$ cat config.mk
export PLATFORM = sky130hd
export DESIGN_NAME = lstm_gate_mac_ctrl_flat
export DESIGN_NICKNAME = d
export VERILOG_FILES = /design/src/rtl/lstm_gate_mac_ctrl_if.sv /design/src/rtl/lstm_gate_mac_ctrl.sv /design/src/flat_wrapper.sv
export SDC_FILE = /design/constraint.sdc
export NUM_CORES = 1
export LEC_CHECK = 0
export CORE_MARGIN = 4
export CORE_UTILIZATION = 43
export CTS_CLUSTER_DIAMETER = 150
export CTS_CLUSTER_SIZE = 10
export DETAILED_ROUTE_END_ITERATION = 8
export PLACE_DENSITY = 0.95
export SYNTH_ARGS = -nofsm -noshare
export SYNTH_HDL_FRONTEND = slang
export SYNTH_SLANG_ARGS = --single-unit
export TNS_END_PERCENT = 1
$ cat constraint.sdc
create_clock -name clk -period 3.7 [get_ports clk]
set_input_delay 0.925 -clock clk [delete_from_list [all_inputs] [get_ports clk]]
set_output_delay 0.925 -clock clk [all_outputs]
set_load 0.02 [all_outputs]
$ cat src/rtl/lstm_gate_mac_ctrl_if.sv
// Bundle of gate request/result, operand memory and shared mult/add signals.
// master = sequencer side, slave = gate engines / memories / datapath side.
interface lstm_gate_mac_ctrl_if #(
    parameter int DATA_WIDTH   = 14,
    parameter int OUTPUT_WIDTH = 28,
    parameter int ADDR_W       = 4
);
    logic [3:0]              req;
    logic [3:0]              grant;
    logic                    rd_en;
    logic [ADDR_W-1:0]       rd_addr;
    logic [1:0]              rd_gate;
    logic [DATA_WIDTH-1:0]   w_data;
    logic [DATA_WIDTH-1:0]   x_data;
    logic [DATA_WIDTH-1:0]   mult_a;
    logic [DATA_WIDTH-1:0]   mult_b;
    logic [OUTPUT_WIDTH-1:0] mult_p;
    logic [OUTPUT_WIDTH-1:0] add_a;
    logic [OUTPUT_WIDTH-1:0] add_b;
    logic                    add_cin;
    logic [OUTPUT_WIDTH-1:0] add_s;
    logic                    res_valid;
    logic [OUTPUT_WIDTH-1:0] res_data;
    logic [1:0]              res_gate;
    logic                    res_sat;
    logic                    busy;

    modport master (
        input  req, w_data, x_data, mult_p, add_s,
        output grant, rd_en, rd_addr, rd_gate, mult_a, mult_b,
               add_a, add_b, add_cin, res_valid, res_data, res_gate, res_sat, busy
    );

    modport slave (
        output req, w_data, x_data, mult_p, add_s,
        input  grant, rd_en, rd_addr, rd_gate, mult_a, mult_b,
               add_a, add_b, add_cin, res_valid, res_data, res_gate, res_sat, busy
    );
endinterface

$ cat src/rtl/lstm_gate_mac_ctrl.sv
// Round-robin sequencer sharing one mult/add pair across four LSTM gate engines.
// Optional accumulator saturation enabled by defining MAC_SAT_EN.
module lstm_gate_mac_ctrl #(
    parameter int DATA_WIDTH   = 14,
    parameter int OUTPUT_WIDTH = 28,
    parameter int VEC_LEN      = 16,
    parameter int ADDR_W       = 4
) (
    input logic                 clk,
    input logic                 rst_n,
    lstm_gate_mac_ctrl_if.master bus
);
    typedef enum logic [1:0] {IDLE, ISSUE, DRAIN, DONE} state_t;

    localparam int MSB = OUTPUT_WIDTH - 1;
    localparam logic [ADDR_W-1:0] LAST_ADDR = ADDR_W'(VEC_LEN - 1);

    state_t                  state, state_nx;
    logic [1:0]              gate;
    logic [1:0]              ptr;
    logic [1:0]              winner;
    logic                    start;
    logic [ADDR_W-1:0]       cnt;
    logic                    v_rd, v_m, v_p;
    logic [DATA_WIDTH-1:0]   ma, mb;
    logic [OUTPUT_WIDTH-1:0] prod;
    logic [OUTPUT_WIDTH-1:0] acc;
    logic                    sat;

    assign start = (state == IDLE) && (|bus.req);

    // First requester at or after the pointer, wrapping modulo 4.
    always_comb begin
        logic       found;
        logic [1:0] idx;
        winner = ptr;
        found  = 1'b0;
        idx    = ptr;
        for (int unsigned i = 0; i < 4; i++) begin
            idx = ptr + 2'(i);
            if (!found && bus.req[idx]) begin
                winner = idx;
                found  = 1'b1;
            end
        end
    end

    always_comb begin
        state_nx = state;
        case (state)
            IDLE:  if (|bus.req) state_nx = ISSUE;
            ISSUE: if (cnt == LAST_ADDR) state_nx = DRAIN;
            DRAIN: if (v_p && !v_m && !v_rd) state_nx = DONE;
            DONE:  state_nx = IDLE;
            default: state_nx = IDLE;
        endcase
    end

    always_ff @(posedge clk or negedge rst_n) begin
        if (!rst_n) begin
            state <= IDLE;
            gate  <= '0;
            ptr   <= '0;
            cnt   <= '0;
        end else begin
            state <= state_nx;
            if (start) begin
                gate <= winner;
                ptr  <= winner + 2'd1;
                cnt  <= '0;
            end else if (state == ISSUE) begin
                cnt <= cnt + 1'b1;
            end
        end
    end

    // Read -> operand regs -> product reg -> accumulator, valid bit per stage.
    always_ff @(posedge clk or negedge rst_n) begin
        if (!rst_n) begin
            v_rd <= 1'b0;
            v_m  <= 1'b0;
            v_p  <= 1'b0;
            ma   <= '0;
            mb   <= '0;
            prod <= '0;
        end else begin
            v_rd <= (state == ISSUE);
            v_m  <= v_rd;
            v_p  <= v_m;
            if (v_rd) begin
                ma <= bus.w_data;
                mb <= bus.x_data;
            end
            if (v_m) prod <= bus.mult_p;
        end
    end

    always_ff @(posedge clk or negedge rst_n) begin
        if (!rst_n) begin
            acc <= '0;
            sat <= 1'b0;
        end else if (start) begin
            acc <= '0;
            sat <= 1'b0;
        end else if (v_p) begin
`ifdef MAC_SAT_EN
            // Once clamped, the accumulator holds its rail until the result.
            if (!sat) begin
                if ((acc[MSB] == prod[MSB]) && (bus.add_s[MSB] != acc[MSB])) begin
                    acc <= acc[MSB] ? {1'b1, {(OUTPUT_WIDTH-1){1'b0}}}
                                    : {1'b0, {(OUTPUT_WIDTH-1){1'b1}}};
                    sat <= 1'b1;
                end else begin
                    acc <= bus.add_s;
                end
            end
`else
            acc <= bus.add_s;
            sat <= 1'b0;
`endif
        end
    end

    assign bus.grant     = (state != IDLE) ? (4'b0001 << gate) : 4'b0000;
    assign bus.busy      = (state != IDLE);
    assign bus.rd_en     = (state == ISSUE);
    assign bus.rd_addr   = cnt;
    assign bus.rd_gate   = gate;
    assign bus.mult_a    = ma;
    assign bus.mult_b    = mb;
    assign bus.add_a     = acc;
    assign bus.add_b     = prod;
    assign bus.add_cin   = 1'b0;
    assign bus.res_valid = (state == DONE);
    assign bus.res_data  = (state == DONE) ? acc : '0;
    assign bus.res_gate  = gate;
    assign bus.res_sat   = (state == DONE) && sat;
endmodule

$ cat src/flat_wrapper.sv
// flat-port wrapper written by rule: the top's interface ports become plain ports
module lstm_gate_mac_ctrl_flat 
#(
    parameter int DATA_WIDTH   = 14,
    parameter int OUTPUT_WIDTH = 28,
    parameter int VEC_LEN      = 16,
    parameter int ADDR_W       = 4
)
  (clk, rst_n, bus_req, bus_w_data, bus_x_data, bus_mult_p, bus_add_s, bus_grant, bus_rd_en, bus_rd_addr, bus_rd_gate, bus_mult_a, bus_mult_b, bus_add_a, bus_add_b, bus_add_cin, bus_res_valid, bus_res_data, bus_res_gate, bus_res_sat, bus_busy);
  lstm_gate_mac_ctrl_if #(.DATA_WIDTH(DATA_WIDTH), .OUTPUT_WIDTH(OUTPUT_WIDTH), .ADDR_W(ADDR_W)) bus_i ();
  input logic clk;
  input logic rst_n;
  input wire logic [$bits(bus_i.req)-1:0] bus_req;
  input wire logic [$bits(bus_i.w_data)-1:0] bus_w_data;
  input wire logic [$bits(bus_i.x_data)-1:0] bus_x_data;
  input wire logic [$bits(bus_i.mult_p)-1:0] bus_mult_p;
  input wire logic [$bits(bus_i.add_s)-1:0] bus_add_s;
  output wire logic [$bits(bus_i.grant)-1:0] bus_grant;
  output wire logic [$bits(bus_i.rd_en)-1:0] bus_rd_en;
  output wire logic [$bits(bus_i.rd_addr)-1:0] bus_rd_addr;
  output wire logic [$bits(bus_i.rd_gate)-1:0] bus_rd_gate;
  output wire logic [$bits(bus_i.mult_a)-1:0] bus_mult_a;
  output wire logic [$bits(bus_i.mult_b)-1:0] bus_mult_b;
  output wire logic [$bits(bus_i.add_a)-1:0] bus_add_a;
  output wire logic [$bits(bus_i.add_b)-1:0] bus_add_b;
  output wire logic [$bits(bus_i.add_cin)-1:0] bus_add_cin;
  output wire logic [$bits(bus_i.res_valid)-1:0] bus_res_valid;
  output wire logic [$bits(bus_i.res_data)-1:0] bus_res_data;
  output wire logic [$bits(bus_i.res_gate)-1:0] bus_res_gate;
  output wire logic [$bits(bus_i.res_sat)-1:0] bus_res_sat;
  output wire logic [$bits(bus_i.busy)-1:0] bus_busy;
  assign bus_i.req = bus_req;
  assign bus_i.w_data = bus_w_data;
  assign bus_i.x_data = bus_x_data;
  assign bus_i.mult_p = bus_mult_p;
  assign bus_i.add_s = bus_add_s;
  assign bus_grant = bus_i.grant;
  assign bus_rd_en = bus_i.rd_en;
  assign bus_rd_addr = bus_i.rd_addr;
  assign bus_rd_gate = bus_i.rd_gate;
  assign bus_mult_a = bus_i.mult_a;
  assign bus_mult_b = bus_i.mult_b;
  assign bus_add_a = bus_i.add_a;
  assign bus_add_b = bus_i.add_b;
  assign bus_add_cin = bus_i.add_cin;
  assign bus_res_valid = bus_i.res_valid;
  assign bus_res_data = bus_i.res_data;
  assign bus_res_gate = bus_i.res_gate;
  assign bus_res_sat = bus_i.res_sat;
  assign bus_busy = bus_i.busy;
  lstm_gate_mac_ctrl #(.DATA_WIDTH(DATA_WIDTH), .OUTPUT_WIDTH(OUTPUT_WIDTH), .VEC_LEN(VEC_LEN), .ADDR_W(ADDR_W)) u_core (.clk(clk), .rst_n(rst_n), .bus(bus_i));
endmodule
# [Word-level counts from Yosys, hierarchy flattened]
# Cells that the tools add are included.
[totals] regBits=98 inputBits=90 out_inout_bits=129
[op_classes] eq_ne=7 reduce_logical=18 muxes=26 n_lt_le_gt_ge=4 shifts=1 add_sub_neg=5
[ops] op="28-bit two-way mux" n=3
[ops] op="2-bit by 3-bit less-than comparator with 1-bit output, second input constant" n=4
[ops] op="2-bit two-way mux" n=6
[ops] op="4-bit two-way mux" n=3
[ops] op="1-bit two-way mux" n=9
[ops] op="1-bit binary-select mux with 2-bit select" n=4
[ops] op="2-bit case mux with 4 select lines" n=1
[ops] op="1-bit logical AND" n=7
[ops] op="2-bit nonzero test" n=3
[ops] op="1-bit logical NOT" n=5
[ops] op="2-bit by 1-bit adder with 2-bit output, second input constant" n=2
[ops] op="2-bit adder, second input constant" n=2
[ops] op="4-bit by 1-bit adder with 4-bit output, second input constant" n=1
[ops] op="2-bit equality test, second input constant" n=2
[ops] op="4-bit equality test, second input constant" n=1
[ops] op="2-bit by 1-bit != test with 1-bit output, second input constant" n=2
[ops] op="4-bit OR reduction" n=1
[ops] op="1-bit by 2-bit left shift with 4-bit output, first input constant" n=1
[ops] op="3-bit AND reduction" n=1
[ops] op="2-bit by 1-bit equality test with 1-bit output, second input constant" n=1
[ops] op="2-bit logical NOT" n=1
[ops] op="2-bit != test, second input constant" n=1

# [Depth between registers and ports, before layout]
# Gate-level depths: netlist of the first run.
[logic_depth] ltp_word=13 mapped_depth=6

# [Least setup slack after synthesis of the first run]
# Ideal clock, no wire load.
[synth_timing] kind="register to output" start="register u_core.state[0]" end="output bus_grant[1]" stages_incl_launch_ff=4 slack_ns=1.538 arrival_time_ns=1.237 path_cell_list="dfrtp_1 > inv_1 > ha_1 > nor3b_1"
[synth_between] elab_chain_cells=2
[synth_lines] element="start, declared" line_no="lstm_gate_mac_ctrl.sv:18" source="state_t state, state_nx;"
[synth_lines] element="start signal, assigned" line_no="lstm_gate_mac_ctrl.sv:66" source="state <= state_nx;"
[synth_lines] element="2-bit nonzero test" line_no="lstm_gate_mac_ctrl.sv:124" source="assign bus.grant = (state != IDLE) ? (4'b0001 << gate) : 4'b0000;"
[synth_lines] element="4-bit two-way mux" line_no="lstm_gate_mac_ctrl.sv:124"
[synth_lines] element="end, declared" line_no="flat_wrapper.sv:18" source="output wire logic [$bits(bus_i.grant)-1:0] bus_grant;"
# Every way passes these cells.

# [Worst setup path in the final report of the first run]
[layout_timing] start="register u_core.state[1]" end="output bus_res_data[4]"
[layout_between] elab_chain_cells=2
[layout_lines] element="2-bit equality test" line_no="lstm_gate_mac_ctrl.sv:135" source="assign bus.res_data = (state == DONE) ? acc : '0;"
[layout_lines] element="28-bit two-way mux" line_no="lstm_gate_mac_ctrl.sv:135"
[layout_lines] element="end, declared" line_no="flat_wrapper.sv:28" source="output wire logic [$bits(bus_i.res_data)-1:0] bus_res_data;"
# Every way passes these cells.

==> impl_metrics.yaml, run 1 <==
layout:
  fillers: 630
  multiInputGateArea_um2: 1607
  areaGrowthSynthToFinish_pct: 60.04
  regArea_um2: 2427
  num-nets-final: 624
  drive_gt1_share_pct: 15.95
  antennaDiodeCount: 0
global_route:
  grt_pass1_vias: 3414
  grt_overflow: 0
  grt_max_degree: 35
  grt_usage_pct: 19.59
  grt_first_pass_wirelength_mm: 17.53
  antenna_found_initial: 0
clocking:
  clk_pin_slew_worst_paths_ns: 0.10
  clk_path_buf_depth: 2
  post_cts_resized: 0
  cts_sinks: 97
  post_cts_buffers: 0
  cts_buffers: 9
  clock_latency_ns: 0.35
  root_buffer: "clkbuf_8"
  h-tree-depth: 3
  cts_tree: "done"
  cts-hold-fix-buffers: 0
power_and_ir_drop:
  ir_drop_uv: 488.5
  p_seq_share_pct: 32.1
  cellInternalPower_mw: 3.544
  switching_share_pct: 39.15
  power_frac_comb_pct: 55.7
  power_density_nw_per_um2: 879.8
  clkPwrFrac_pct: 12.2
  p_leak_nw: 2.763
  power.switching_mw: 2.280
worst_setup_path:
  max_stage_delay_ns: 0.64
  criticalPathCategory: "reg2out"
  worst-path-buf-inv: 1
  worstPathArrival_ns: 2.24
  crit_start: "u_core.state[1]"
  worst_path_max_delay_cell: "ha_1"
  r2r_start: "u_core.state[0]"
  crit_chain: "ha_1 > and2_1 > clkdlybuf4s50_1"
  path_max_fanout: 29
  end_kind: "output pin"
  crit_family: "adder cells"
  crit_required_ns: 2.77
  critPathLaunchType: "flip-flop"
place:
  io_buffers: 216
  place_ws_ns: 0.9067
  hpwl_mm: 8.400
  globalplace.congestion: 0.7497
floorplan:
  die_h_um: 106.1
  row_count: 35
  num_io_pins: 219
  initial_core_util_pct: 44.56
  dieArea_um2: 11250
  coreArea_um2: 9284
  die_x_um: 106.1
drt:
  drc: 0
  vias_per_cell: 4.850
  drtAntennaViolNets: 0
  routedWlPerCell_um: 16.32
  drt_wl_total_mm: 10.80
  drt-initial-drc-count: 64
  num_vias: 3211
  first_pass_iters: 4
synth:
  synth_most_common_cell: "dfrtp_1"
  synth_top_cell_area_share_pct: 58.68
  yosysSeqAreaShare_pct: 58.68
  synth_largest_area_cell: "dfrtp_1"
  synth.distinct_cells: 35
  synth_seq_cells: 97
  ys.flop_type: "dfrtp_1"
  synthCells: 312
  synth_edf_count: 0
  yosys_warnings: 0
  synth_common_cells: "97 x dfrtp_1, 57 x mux2_2, 38 x nor2_1"
  synthesis.area_um2: 4136
  async_flop_share_pct: 100.0
  yosys-top-cells-area: "dfrtp_1 59%, mux2_2 16%, mux2i_1 7.3%"
  avgSynthCellArea_um2: 13.26
timing:
  final-setup-viol-count: 0
  period_share_pct: 85.61
  rsz0062_at_grt: "no"
  drv_slew: 0
  skew_ns: 0.01573
  setup_ws_ns: 0.5323
  hold_viol: 0
  maxSlewHeadroom_pct: 52.49
  finalSetupTns_ns: 0
  min_period_ns: 3.168
  max_freq_mhz: 315.7
  hold_ws_ns: 0.4918
  tightest_slew_ns: 0.7126
run:
  drv_cap: 0
hold_path:
  hold_path_class: "in2async"
outcome:
  outcome: "completed"
[power groups by stage]
| stage | clock, mW | sequential, mW | combinational (mW) |
|---|---|---|---|
| 2_1_floorplan | 0 | 2.39 | 1.29 |
| 3_3_place_gp | 0 | 1.85 | 3.20 |
| 3_5_place_dp | 0 | 1.89 | 3.28 |
| 4_1_cts | 0.738 | 1.88 | 3.29 |
| 5_1_grt | 0.786 | 1.95 | 3.46 |
| 6_report | 0.710 | 1.87 | 3.24 |
[registers in the layout, indices dropped and copies added (netlist names)]
| signal | count |
|---|---|
| u_core.bus.add_a | 28 |
| u_core.bus.add_b | 28 |
| u_core.bus.mult_a | 14 |
| u_core.bus.mult_b | 14 |
| u_core.bus.rd_addr | 4 |
| u_core.bus.rd_gate | 2 |
| u_core.ptr | 2 |
| u_core.state | 2 |
| u_core.v_m | 1 |
| u_core.v_p | 1 |
| u_core.v_rd | 1 |
[cells by family (layout without fill, tap and decap cells)]
group           after synthesis  after routing  synth area share, %
flops                        97             97                58.68
mux                          88             88                23.05
simple gates                 84             84                10.28
buf+inv                      21            241                2.632
compound gates               12             12                2.813
fa+ha+maj                     6              6                1.815
xor+xnor                      3              3               0.6353
other cells                   1              2              0.09066
[worst paths after layout]
check | to | slack, ns | depth (start not counted)
max | bus_res_data[4] | 0.53 | 3
min | u_core.bus.mult_b[2] | 0.49 | 1
max reg2reg | u_core.ptr[0] | 1.81 | 6
min reg2reg | u_core.bus.add_b[4] | 0.51 | 1
max in group asynchronous | u_core.v_rd | 2.42 | 2
min in group clk | u_core.bus.add_b[4] | 0.51 | 1
[area by class of cell]
class | instances | share of cell area, %
well taps | 129 | 2.438
flip-flops and latches | 97 | 36.67
repair buffers | 222 | 33.30
clock inverters | 7 | 1.285
multi-input cells | 195 | 24.27
inverters | 3 | 0.1701
clock buffers | 9 | 1.871
[routing by layer]
layer,part of all wire [%],routed length [um],GRT usage (%)
met3,10,1112,8.379
met4,1.4,149,4.995
met2,50,5374,34.70
met1,39,4168,21.66
met5,0,0,0
[layout by cell type, fill, tap and decap left out, types with 2 or more instances in the layout]
cell	n
nand2_1	4
mux2i_1	30
inv_8	2
buf_4	7
xor2_1	2
dfrtp_1	97
clkinvlp_4	2
ha_1	6
clkbuf_8	9
nor2_1	37
mux2_2	57
nor3b_1	2
nor2b_1	2
conb_1	2
and2_1	28
a21boi_0	2
clkdlybuf4s50_1	215
nand3_1	2
nor3_1	3
inv_1	3
[through the flow]
step	std cells	instance area [um2]	utilization, %	power, mW
after floorplan	313	4140	-	3.677
after global placement	646	6411	69.06	5.053
after detailed placement	646	6411	69.06	5.167
after CTS	662	6620	71.31	5.910
after global routing	662	6620	71.31	6.196
final	662	6620	71.31	5.824
(Power assumes the default switching activity.)
==> run 2: changes to the inputs <==
Settings changed: CORE_UTILIZATION 43 to 30, CTS_BUF_LIST set to sky130_fd_sc_hd__clkbuf_8 sky130_fd_sc_hd__clkbuf_16, MAX_ROUTING_LAYER set to met4, PLACE_DENSITY 0.95 to 0.72.
==> impl_metrics.yaml, run 2 (synthesized netlist as in run 1, its figures left out) <==
layout:
  layout.cells.most_common: "clkdlybuf4s50_1"
  areaGrowthSynthToFinish_pct: 64.28
  mostFrequentLayoutCells: "215 x clkdlybuf4s50_1, 97 x dfrtp_1, 57 x mux2_2, 37 x nor2_1, 30 x mux2i_1"
  antennaDiodeCount: 0
  utilization_pct: 50.91
  fillers: 1185
  num-nets-final: 623
  drive_gt1_share_pct: 15.79
  fin_cells: 708
global_route:
  grt_usage_pct: 14.94
  grt_pass1_vias: 3563
  grt_max_degree: 98
  antenna_found_initial: 0
  grt_overflow: 0
  grt_first_pass_wirelength_mm: 18.46
timing:
  setup_ws_ns: 0.5202
  drv_slew: 0
  final-setup-viol-count: 0
  period_share_pct: 85.94
  hold_ws_ns: 0.5051
  finalSetupTns_ns: 0
  max_freq_mhz: 314.5
  skew_ns: 0.005037
  hold_viol: 0
  rsz0062_at_grt: "no"
  maxSlewHeadroom_pct: 49.63
  tightest_slew_ns: 0.7556
  min_period_ns: 3.180
drt:
  drt-initial-drc-count: 65
  routedWlPerCell_um: 15.89
  num_vias: 3208
  drt_wl_total_mm: 11.25
  first_pass_iters: 4
  drtAntennaViolNets: 0
  vias_per_cell: 4.531
  drc: 0
worst_setup_path:
  critPathLaunchType: "flip-flop"
  worstPathArrival_ns: 2.25
  reg2reg_slack_ns: 1.58
  worst_path_max_delay_cell: "ha_1"
  max_stage_delay_ns: 0.67
  end_kind: "output pin"
  crit_chain: "ha_1 > and2_1 > clkdlybuf4s50_1"
  crit_required_ns: 2.77
  worst-path-buf-inv: 1
  path_max_fanout: 29
  crit_family: "adder cells"
  criticalPathCategory: "reg2out"
place:
  io_buffers: 216
  dp.cells: 692
  place_ws_ns: 0.8566
  hpwl_mm: 8.524
  globalplace.congestion: 0.7554
power_and_ir_drop:
  power_density_nw_per_um2: 900.9
  p_leak_nw: 2.806
  ir_drop_uv: 424.0
clocking:
  clk_path_buf_depth: 2
  cts_sinks: 97
  cts_tree: "done"
  root_buffer: "clkbuf_16"
  h-tree-depth: 3
  post_cts_resized: 0
  clk_pin_slew_worst_paths_ns: 0.07
  post_cts_buffers: 0
  clock_latency_ns: 0.35
  cts-hold-fix-buffers: 0
  cts_buffers: 9
floorplan:
  row_count: 42
  num_io_pins: 219
  die_h_um: 125.4
  coreArea_um2: 13350
  dieArea_um2: 15730
  initial_core_util_pct: 30.99
  die_x_um: 125.4
run:
  drv_cap: 0
outcome:
  outcome: "completed"
hold_path:
  hold_path_class: "reg2reg"
-- run 2: final cells by class --
cell class	instances	area (um2)	area share, %
Timing Repair Buffer	221	2210	32.52
Inverter	3	11.26	0.1657
Clock inverter	7	95.09	1.399
Multi-Input combinational cell	195	1607	23.64
Clock buffer	9	225.2	3.314
Tap cell	176	220.2	3.241
Sequential cell	97	2427	35.72
-- run 2: path summary, 6_finish.rpt --
path                       depth (start not counted)                 start               endpoint
min in group asynchronous                          2                 rst_n  u_core.bus.mult_a[11]
min                                                1  u_core.bus.add_b[26]   u_core.bus.add_b[26]
max                                                3       u_core.state[1]        bus_res_data[1]
max reg2reg                                        7       u_core.state[0]  u_core.bus.rd_gate[1]
max in group asynchronous                          2                 rst_n        u_core.state[0]
min reg2reg                                        1  u_core.bus.add_b[26]   u_core.bus.add_b[26]
-- run 2: metrics by stage --
stage / area [um2] / power, mW
after global placement: 6475 / 5.104
after detailed placement: 6475 / 5.201
after floorplan: 4140 / 3.677
after global routing: 6795 / 6.504
after CTS: 6795 / 6.235
final: 6795 / 6.122
-- run 2: per-layer routing --
layer	wire [um]	global-route usage [%]	share of wire (%)
met5	0	-	0
met4	235	5.612	2.1
met3	1063	5.501	9.4
met2	5376	24.01	48
met1	4577	17.08	41
-- run 2: report_power, final --
part / switching (mW) / internal (mW) / leakage [nW]
combinational: 1.59 / 1.67 / 1.48
clock: 0.403 / 0.591 / 0.144
sequential: 0.315 / 1.56 / 1.18
total: 2.31 / 3.81 / 2.81
